<file path="src/rtl/portin_buf.sv">
// Serial router input port: deserialises frame_n/valid_n/di frames into {addr, payload}
// packets, rejects malformed frames and queues good packets in a first-word-fall-through FIFO.
module portin_buf #(
  parameter int ADDR_W = 4,
  parameter int DATA_W = 32,
  parameter int DEPTH  = 4,
  parameter int CNT_W  = 8
) (
  input  logic                     clock,
  input  logic                     reset,
  input  logic                     frame_n,
  input  logic                     valid_n,
  input  logic                     di,
  input  logic                     granted,
  output logic [ADDR_W-1:0]        addr,
  output logic [DATA_W-1:0]        payload,
  output logic                     vld,
  output logic                     err,
  output logic [CNT_W-1:0]         drop_cnt,
  output logic [$clog2(DEPTH):0]   level
);

  localparam int PW    = $clog2(DEPTH);
  localparam int LW    = PW + 1;
  localparam int AC_W  = $clog2(ADDR_W + 2);
  localparam int PC_W  = $clog2(DATA_W + 2);
  localparam int PKT_W = ADDR_W + DATA_W;

  localparam logic [1:0] IDLE    = 2'd0;
  localparam logic [1:0] ADDR    = 2'd1;
  localparam logic [1:0] PAYLOAD = 2'd2;

  localparam logic [AC_W-1:0] A_FULL = AC_W'(ADDR_W);
  localparam logic [AC_W-1:0] A_SAT  = AC_W'(ADDR_W + 1);
  localparam logic [PC_W-1:0] P_LAST = PC_W'(DATA_W - 1);
  localparam logic [PC_W-1:0] P_SAT  = PC_W'(DATA_W + 1);
  localparam logic [LW-1:0]   L_FULL = LW'(DEPTH);
  localparam logic [LW-1:0]   L_ONE  = LW'(1);

  logic [1:0]        state;
  logic [AC_W-1:0]   acnt;
  logic [PC_W-1:0]   pcnt;
  logic [ADDR_W-1:0] addr_sr;
  logic [DATA_W-2:0] data_sr;

  logic [PKT_W-1:0]  mem [DEPTH];
  logic [PW-1:0]     wr_ptr;
  logic [PW-1:0]     rd_ptr;
  logic [PW-1:0]     rd_next;

  logic              in_frame;
  logic              good_len;
  logic              commit;
  logic              pop;
  logic              push;
  logic [PKT_W-1:0]  pkt;

  // Bits shift in from the top, so exactly ADDR_W / DATA_W-1 shifts leave bit 0 at the LSB.
  assign in_frame = (state != IDLE);
  assign good_len = (acnt == A_FULL) && (pcnt == P_LAST);
  assign commit   = in_frame && frame_n && !valid_n && good_len;
  assign pop      = granted && (level != '0);
  assign push     = commit && ((level != L_FULL) || pop);
  assign pkt      = {addr_sr, di, data_sr};
  assign rd_next  = rd_ptr + 1'b1;
  assign vld      = (level != '0);

  always_ff @(posedge clock or posedge reset) begin
    if (reset) begin
      state   <= IDLE;
      acnt    <= '0;
      pcnt    <= '0;
      addr_sr <= '0;
      data_sr <= '0;
      err     <= 1'b0;
    end else begin
      err <= 1'b0;
      case (state)
        IDLE: begin
          if (!frame_n) begin
            if (valid_n) begin
              addr_sr <= {di, addr_sr[ADDR_W-1:1]};
              acnt    <= AC_W'(1);
              state   <= ADDR;
            end else begin
              data_sr <= {di, data_sr[DATA_W-2:1]};
              pcnt    <= PC_W'(1);
              state   <= PAYLOAD;
            end
          end
        end
        default: begin
          if (frame_n) begin
            // End bit or abort: either way the frame is over.
            err   <= valid_n || !good_len;
            acnt  <= '0;
            pcnt  <= '0;
            state <= IDLE;
          end else if (valid_n) begin
            if (state == ADDR) begin
              if (acnt < A_FULL) addr_sr <= {di, addr_sr[ADDR_W-1:1]};
              if (acnt != A_SAT) acnt <= acnt + 1'b1;
            end
          end else begin
            if (pcnt < P_LAST) data_sr <= {di, data_sr[DATA_W-2:1]};
            if (pcnt != P_SAT) pcnt <= pcnt + 1'b1;
            state <= PAYLOAD;
          end
        end
      endcase
    end
  end

  always_ff @(posedge clock) begin
    if (push) mem[wr_ptr] <= pkt;
  end

  always_ff @(posedge clock or posedge reset) begin
    if (reset) begin
      wr_ptr   <= '0;
      rd_ptr   <= '0;
      level    <= '0;
      addr     <= '0;
      payload  <= '0;
      drop_cnt <= '0;
    end else begin
      if (push) wr_ptr <= wr_ptr + 1'b1;
      if (pop)  rd_ptr <= rd_next;
      if (push && !pop)      level <= level + 1'b1;
      else if (pop && !push) level <= level - 1'b1;
      if (commit && !push && (drop_cnt != '1)) drop_cnt <= drop_cnt + 1'b1;
      // Head register: refill after a pop, or take the packet when it lands in an empty FIFO.
      if (pop) begin
        if (level > L_ONE)  {addr, payload} <= mem[rd_next];
        else if (push)      {addr, payload} <= pkt;
      end else if (push && (level == '0)) begin
        {addr, payload} <= pkt;
      end
    end
  end

endmodule

</file>
<file path="config.mk">
export PLATFORM = sky130hd
export DESIGN_NAME = portin_buf
export DESIGN_NICKNAME = d
export VERILOG_FILES = /design/src/rtl/portin_buf.sv
export SDC_FILE = /design/constraint.sdc
export NUM_CORES = 1
export LEC_CHECK = 0
export ABC_AREA = 1
export CAP_MARGIN = 20
export CORE_ASPECT_RATIO = 0.9
export CORE_MARGIN = 2
export CORE_UTILIZATION = 57
export CTS_CLUSTER_SIZE = 30
export DETAILED_ROUTE_END_ITERATION = 6
export PLACE_DENSITY = 0.77
export SETUP_SLACK_MARGIN = 0.3
export SYNTH_ARGS = -nofsm -noshare
export SYNTH_HDL_FRONTEND = slang
export SYNTH_SLANG_ARGS = --single-unit
</file>
<file path="constraint.sdc">
create_clock -name clock -period 4.75 [get_ports clock]
set_input_delay 0.95 -clock clock [delete_from_list [all_inputs] [get_ports clock]]
set_output_delay 0.95 -clock clock [all_outputs]
set_load 0.005 [all_outputs]
</file>
# == Yosys cells after proc, flatten, opt, wreduce, memory -nomap -nowiden ==
# Memory sizes are Yosys's and may differ from the RTL's.
# Index checks and enable logic that the tools add are counted.
# word_totals
ram_bits,144
n_memories,1
word_cells,119
ff_bits,98
out_inout_bits,49
# classes
eq_ne,13
add_sub_neg,7
n_mux,45
n_lt_le_gt_ge,3
n_reduce_logical,36
bitwise_logic,2
# memory_table
name,words,word_bits,rd,rd_clocked_by_memory_dff,wr,line,rtl
mem,4,36,1,0,1,46,logic [PKT_W-1:0] mem [DEPTH];
# op_table
operator,count
31-bit two-way mux,6
32-bit two-way mux,4
4-bit two-way mux,11
6-bit two-way mux,6
3-bit two-way mux,9
2-bit nonzero test,7
3-bit nonzero test,4
1-bit logical AND,11
2-bit two-way mux,5
"8-bit by 1-bit adder with 8-bit output, second input constant",1
"2-bit != test, second input constant",4
"8-bit != test, second input constant",1
4-bit AND reduction,2
"3-bit by 1-bit adder with 3-bit output, second input constant",2
"6-bit by 1-bit adder with 6-bit output, second input constant",1
"6-bit by 5-bit equality test with 1-bit output, second input constant",1
"6-bit by 5-bit less-than comparator with 1-bit output, second input constant",1
"3-bit != test, second input constant",2
"6-bit != test, second input constant",1
5-bit AND reduction,1
"2-bit by 1-bit adder with 2-bit output, second input constant",2
1-bit logical NOT,4
1-bit two-way mux,4
2-bit AND reduction,2
other kinds (12),14

# == Longest topological paths before layout ==
# Gate-level depths: netlist of the first run.
# logic_depth
ltp_word,9
ltp_mapped,13

# == Worst setup path before layout of the first run ==
# No wires, ideal clock.
# synth_timing
path_kind,in2reg
startpoint,in valid_n
endpoint,mem mem[0][0] in the netlist's numbering (enable)
arrival_time_ns,3.099
slack_ns,1.222
stages,7
setup_time_ns,0.429
path_cell_list,inv_2 nand2_1 nor2_1 nand3_1 nor2_2 inv_2 nor2_1
# synth_via
elab_chain_len,6
# synth_lines
element,line,rtl
"start, declared",12,"input logic valid_n,"
1-bit logical NOT,61,assign commit = in_frame && frame_n && !valid_n && good_len;
1-bit logical AND (2 in a row),61,
1-bit logical AND,63,assign push = commit && ((level != L_FULL) || pop);
via push,55,logic push;
1-bit two-way mux,115,if (push) mem[wr_ptr] <= pkt;
1-bit two-way mux (not written as such),115,
"end, declared",46,
# The timed path passes the listed nets, and every way through them passes these cells.

# == Worst setup path after layout of the first run ==
# layout_timing
startpoint,in frame_n
endpoint,reg payload[13]
# layout_via
elab_chain_len,7
elab_cells_between_ends,8
# layout_lines
element,line,rtl
"start, declared",11,"input logic frame_n,"
1-bit logical AND (*) (3 in a row),61,
1-bit logical AND (*),63,
via push,55,
1-bit logical AND,136,end else if (push && (level == '0)) begin
2-bit nonzero test (no source line),n/a,
2-bit AND reduction (no source line) (*),n/a,
"end signal, assigned",134,"if (level > L_ONE) {addr, payload} <= mem[rd_next];"
"end signal, assigned",135,"else if (push) {addr, payload} <= pkt;"
"end signal, assigned",137,"{addr, payload} <= pkt;"
"end, declared",16,"output logic [DATA_W-1:0] payload,"
# Mark *: on every way through the listed nets, which the timed path passes. The rest lies on a longest branch.
# A chain may end at the register's enable or synchronous reset.

==> metrics.csv, run 1 <==
stage,metric,value,unit
timing,endpoints failing setup,0,
critical_path,Worst EP required,5.16,ns
power,Comb power frac,6.2,%
clock_tree,CTS H-tree depth,1,
cells_and_area,layout net count,1207,
clock_tree,Post-CTS Resized,0,
synth,distinct cell type count of the synthesized netlist,29,
timing,Max Clk Rate,318,MHz
synth,#FFs+latches synth,242,
synth,"FFs w/ async S/R, synth",40.5,%
critical_path,crit path cell chain,clkdlybuf4s50_1 > inv_2 > nor2_4 > nand3_1 > nor2_2 > inv_2 > ha_1 > nand2_2 > nand2_4 > nand2_1 > nand2_1,
synth,Cells after Synth,1136,
timing,worst setup margin,1.60,ns
timing,post-route clock period utilization,66.2,%
routing,post-route ant nets,0,
hold_path,class of the worst hold path,flop to flop,
floorplan,# IOs,55,
floorplan,DIE WIDTH,148,microns
routing,first drt pass iteration count,7,
critical_path,CP Launch Type,input pin,
timing,clock skew,0.0132,ns
grt,GRT Resource Usage Total,23.4,%
grt,grt ovf,0,
synth,mux cell area share after synthesis,0,%
clock_tree,cts hold-fix bufs,0,
routing,Via Count,7641,
timing,Total Neg Setup Slack,0,ns
routing,drt wl/cell,15.6,microns
timing,Least-Margin Pin Slew,1.05,ns
cells_and_area,area grow syn2layout,14.3,%
synth,largest family of logic cells by synthesized area,simple AND/OR/NAND/NOR gates,
grt,met1 global-route usage,32.9,%
synth,Post-Syn Nets,1158,
power,Switch Pwr,1040,uW
power,power share of the clock group,40.5,%
timing,Slew HR,29.7,%
clock_tree,clk root buf,clkbuf_16,
run_status,failing checks,design-rule violations,
timing,unrepaired setup endpoints after global routing,false,
clock_tree,Clock Pin Slew Worst Setup and Hold Paths,0.06,ns
grt,GRT busiest layer,met2,
critical_path,r2r setup slk,1.89,ns
power,sequential share of power,53.3,%
placement,IO Port Bufs,54,
critical_path,Slowest Stage Delay on Critical Path,0.59,ns
synth,prevailing post-synth register cell,edfxtp_1,
synth,synth top area cells,"edfxtp_1, dfrtp_1, nand2_1",
cells_and_area,share of post-route cells with drive strength above 1,7.64,%
synth,Synth top cells by count,"nand2_1, edfxtp_1, dfrtp_1, nand3_1, inv_1",
critical_path,slowest cell on the critical path,clkdlybuf4s50_1,
timing,crit path time final,3.15,ns
routing,# DRC,4,
placement,Detailed Place HPWL,12500,microns
floorplan,FP Rows,47,
power,PwrDens,382,nW/um^2
clock_tree,CTS tree,done,
critical_path,Crit. End Element,flop,
grt,M3 GR Usage,3.30,%
synth,Post-synth EDFFs,144,
power,leakage power,0.00567,uW
synth,Synth area leader,edfxtp_1,
clock_tree,TritonCTS buffer count,25,
synth,most common cell in the synthesized netlist,nand2_1,
run_status,outcome,"complete, but fails checks",
floorplan,area of the die,19900,sq um
grt,initial antenna violation count,0,
synth,Compound-Gate Fraction of Synth Area,1.88,%
synth,Synth Area in XOR/XNOR,0.983,%
synth,Synth Area in Simple Gates,27.7,%
clock_tree,CTS sink count,242,
grt,met2 Use GR,38.2,%
clock_tree,Worst-Skew Late Latency,0.52,ns
grt,number of global-route vias before repair,7271,
power,Pint,3620,uW
power,Sw Ratio,22.4,%
cells_and_area,diode count,0,
timing,Max Slew Vio Count,0,
job,number of max-cap violations,0,
floorplan,Initial Util,58.1,%
synth,Yosys warning total,0,
synth,Yosys top cell area share,40.4,%
critical_path,Worst Path Max Fanout,36,
placement,GPL Wtd Cong,0.834,
synth,post-synthesis average cell area,9.42,sq um
floorplan,core area,18400,sq um
routing,DRT iter0 DRCs,563,
grt,pin count of the biggest net entering global routing,74,
placement,dpl ws,1.09,ns
clock_tree,Post-CTS Setup Inserts,0,
routing,drt total wl,22600,microns
clock_tree,Max clock buf depth,3,
power,VDD IR max,0.295,mV
grt,first-pass GRT wire length,36900,microns
synth,mapped cell area,10700,sq um
critical_path,CP arrival,3.56,ns
synth,post-synthesis sequential area ratio,63.4,%
cells_and_area,fillers,1411,
timing,final hold vios,0,
critical_path,Crit Path Category,input pin to flop,
timing,hold_ws,0.466,ns
floorplan,Die H,134,microns
routing,routed vias/inst,5.27,
synth,Post-Synth Adder-Cell Area,1.87,%
## critical path, delay by kind of cell
family / cells / cell delay (ns)
and+or+nand+nor: 7 / 1.48
adders and majority gates: 1 / 0.24
buffers and inverters: 3 / 0.88
## layout make-up
cell class,instances,area (sq um),area share (%)
clock inverter,6,72.6,0.594
clock buffer,40,732,5.99
sequential,242,6780,55.4
multi-input combinational,800,3510,28.7
tap,245,307,2.51
inverter,48,183,1.49
timing repair buffer,68,646,5.28
## through the flow
step / total power (uW) / instance area (sq um) / util [%] / instances
2_1_floorplan: 2650 / 10700 / - / 1136
4_1_cts: 4700 / 12200 / 66.4 / 1449
3_5_place_dp: 2820 / 11400 / 62.0 / 1403
5_1_grt: 4840 / 12200 / 66.4 / 1449
6_report: 4670 / 12200 / 66.4 / 1449
3_3_place_gp: 2810 / 11400 / 62.0 / 1403
## logic make-up after synthesis
logic type | Yosys count
buffers and inverters | 94
adders and majority gates | 16
and+or+nand+nor | 738
AOI/OAI and AO/OA | 34
DFF | 242
xor gates and xnor gates | 12
## routing by layer
metal | vias to the layer above | wire length, microns | share of wire (%)
met1 | 3564 | 9860 | 44
met4 | 0 | 596 | 2.6
met3 | 55 | 1530 | 6.8
met2 | 284 | 10600 | 47
met5 | - | 0 | 0
li1 | 3738 | - | -
## sequential cells by signal, summed over array words and instances, names as in the netlist
signal / flops
mem: 144
payload: 32
data_sr: 31
drop_cnt: 8
pcnt: 6
addr: 4
addr_sr: 4
acnt: 3
level: 3
rd_ptr: 2
state: 2
wr_ptr: 2
err: 1
## cell usage in the layout (no fill, tap or decap), drive strengths merged, types with 14 or more instances in the layout
master,n
buf,14
clkbuf,40
clkdlybuf4s50,54
dfrtp,98
edfxtp,144
ha,16
inv,49
nand2,623
nand3,77
nor2,29
o21ai,28
## path summary, 6_finish.rpt
kind,start,cells past startpoint,end
worst min-delay path,payload[11]$_DFFE_PP0P_,2,payload[11]$_DFFE_PP0P_
worst min register to register,payload[11]$_DFFE_PP0P_,2,payload[11]$_DFFE_PP0P_
min in group asynchronous,reset,2,pcnt[3]$_DFFE_PP0P_
max in group asynchronous,reset,3,payload[21]$_DFFE_PP0P_
worst max-delay path,frame_n,11,payload[13]$_DFFE_PP0P_
worst max register to register,pcnt[0]$_DFFE_PP0P_,11,payload[13]$_DFFE_PP0P_
## power groups by stage
stage	Sequential (uW)	Combinational [uW]	Clock, uW
CTS	2490	295	1910
finish	2490	289	1890
global placement	2520	285	0
global route	2510	329	2000
detailed placement	2530	293	0
floorplan	2490	155	0
(Power assumes the default switching activity.)
==> run 2, diff against run 1 <==
clock period = 2.98 ns   (was 4.75 ns; I/O delays follow)
==> run 2 against run 1 <==
The run now ends clean. Register-to-register slack worse by 1.3 ns. Utilization increased by 1.0 points. Cell area grew 1.6%. Sequential power up 59%. Sequential cell count did not move. Critical path type is now flop to output pin. Largest cell class unchanged.
==> metrics.csv, run 2 (synthesized netlist as in run 1, its figures left out) <==
stage,metric,value,unit
routing,# DRC,0,
routing,routed vias/inst,5.25,
cells_and_area,"most common cell after layout, fill and taps aside",nand2_1,
floorplan,DIE WIDTH,148,microns
timing,Slew HR,44.6,%
clock_tree,Clock Pin Slew Worst Setup and Hold Paths,0.06,ns
floorplan,area of the die,19900,sq um
timing,Max Slew Vio Count,0,
grt,pin count of the biggest net entering global routing,74,
cells_and_area,biggest regs,"mem (144), payload (32), data_sr (31)",
grt,grt ovf,0,
clock_tree,CTS sink count,242,
critical_path,CP top delay family,buffers and inverters,
grt,number of global-route vias before repair,7392,
critical_path,CP Launch Type,flop,
hold_path,class of the worst hold path,input pin to async pin,
placement,dpl ws,0.145,ns
clock_tree,CTS tree,done,
timing,final hold vios,0,
power,VDD IR max,0.488,mV
critical_path,slowest cell on the critical path,clkdlybuf4s50_1,
floorplan,Die H,134,microns
job,number of max-cap violations,0,
critical_path,Crit Path Category,flop to output pin,
floorplan,core area,18400,sq um
cells_and_area,layout net count,1216,
placement,GPL Wtd Cong,0.793,
run_status,outcome,finished clean,
clock_tree,TritonCTS buffer count,25,
cells_and_area,multi-input logic area,3520,sq um
critical_path,CP arrival,1.95,ns
floorplan,# IOs,55,
cells_and_area,highest-count cells in the layout ignoring fill and taps,"nand2_1, edfxtp_1, dfrtp_1",
power,PwrDens,608,nW/um^2
timing,Max Clk Rate,392,MHz
timing,crit path time final,2.55,ns
critical_path,"Buf+Inv Stages, Crit Path",2,
cells_and_area,fillers,1398,
timing,endpoints failing setup,0,
clock_tree,Post-CTS Setup Inserts,0,
timing,post-route clock period utilization,85.6,%
clock_tree,cts hold-fix bufs,0,
placement,IO Port Bufs,54,
routing,drt wl/cell,15.9,microns
cells_and_area,share of post-route cells with drive strength above 1,8.50,%
timing,clock skew,0.0121,ns
critical_path,Worst EP required,2.38,ns
floorplan,Initial Util,58.1,%
routing,DRT iter0 DRCs,599,
cells_and_area,Register Area,6780,sq um
clock_tree,CTS H-tree depth,1,
cells_and_area,final core occ,67.5,%
critical_path,Worst Path Max Fanout,6,
cells_and_area,number of flip-flops in the largest register,144,
grt,initial antenna violation count,0,
critical_path,Worst setup startpoint,level[0]$_DFFE_PP0P_,
grt,first-pass GRT wire length,38000,microns
clock_tree,Max clock buf depth,3,
cells_and_area,area grow syn2layout,16.1,%
clock_tree,clk root buf,clkbuf_16,
critical_path,Slowest Stage Delay on Critical Path,0.51,ns
critical_path,Crit. End Element,output pin,
routing,drt total wl,23200,microns
timing,unrepaired setup endpoints after global routing,false,
placement,Detailed Place HPWL,12600,microns
critical_path,crit path cell chain,inv_1 > ha_1 > nand2_2 > clkdlybuf4s50_1,
power,leakage power,0.00575,uW
timing,Least-Margin Pin Slew,0.830,ns
cells_and_area,Largest Register,mem,
critical_path,R2R Path Start,pcnt[0]$_DFFE_PP0P_,
floorplan,FP Rows,47,
routing,Via Count,7646,
routing,post-route ant nets,0,
grt,GRT Resource Usage Total,24.2,%
timing,worst setup margin,0.430,ns
cells_and_area,diode count,0,
clock_tree,Worst-Skew Late Latency,0.52,ns
timing,Total Neg Setup Slack,0,ns
routing,first drt pass iteration count,5,
## run 2: cell count changes in the layout (fill, tap and decap cells not counted)
cell,before,now
clkinv_2,2,5
clkinvlp_4,1,3
clkbuf_1,10,4
nand2_8,0,1
clkbuf_8,5,2
inv_6,1,0
clkbuf_16,25,27
inv_4,1,0
clkinv_8,1,0
nand2_4,3,2
bufinv_16,1,2
buf_4,14,16
buf_12,0,7
clkinv_1,0,3
## run 2: metrics by stage
stage	hold WS [ns]	cells	total power, uW	instance area (sq um)
after global routing	0.488	1457	7820	12400
after global placement	0.456	1412	4470	11600
after CTS	0.450	1457	7590	12400
final	0.443	1457	7550	12400
after detailed placement	0.458	1412	4500	11600
after floorplan	0.465	1136	4220	10700
## run 2: worst reg2reg max path: stages (launching register included)
cell	delay, ns
dfrtp_1	0.48
ha_1	0.24
nand2_1	0.12
nor2_4	0.18
nand3_1	0.12
nor2_2	0.21
inv_2	0.15
ha_1	0.38
nor2_1	0.12
o21ai_0	0.10
xor2_1	0.16
inv_1	0.07
## run 2: timing repair
item,in CTS,in global routing
endpoints found under the hold margin,0,0
gates resized for setup,0,1
endpoints found under the setup margin,0,14
## run 2: worst paths after layout
check / to / slack [ns] / depth (start not counted)
max: vld / 0.43 / 4
min: pcnt[3]$_DFFE_PP0P_ / 0.44 / 2
max reg2reg: level[2]$_DFFE_PP0P_ / 0.54 / 11
min reg2reg: payload[17]$_DFFE_PP0P_ / 0.47 / 2
max in group asynchronous: data_sr[10]$_DFFE_PP0P_ / 1.86 / 3
min in group clock: payload[17]$_DFFE_PP0P_ / 0.47 / 2
## run 2: routing by layer
metal	global-route usage, %	vias up	wire length [microns]
li1	-	3752	-
met3	3.23	43	1450
met5	0	-	0
met4	6.93	0	469
met1	34.2	3585	10100
met2	39.9	266	11200
## run 2: where the power goes
group | total, uW | leakage, uW | internal (uW) | switching (uW)
clock network | 3120 | 0.000405 | 1860 | 1250
logic | 462 | 0.00268 | 226 | 236
registers | 3970 | 0.00267 | 3780 | 195
## run 2: final cells by class
type | instances | share of cell area, %
clock buffer | 33 | 5.78
multi-input combinational | 800 | 28.3
tap | 245 | 2.47
sequential | 242 | 54.6
inverter | 48 | 1.48
timing repair buffer | 77 | 6.45
clock inverter | 12 | 0.897
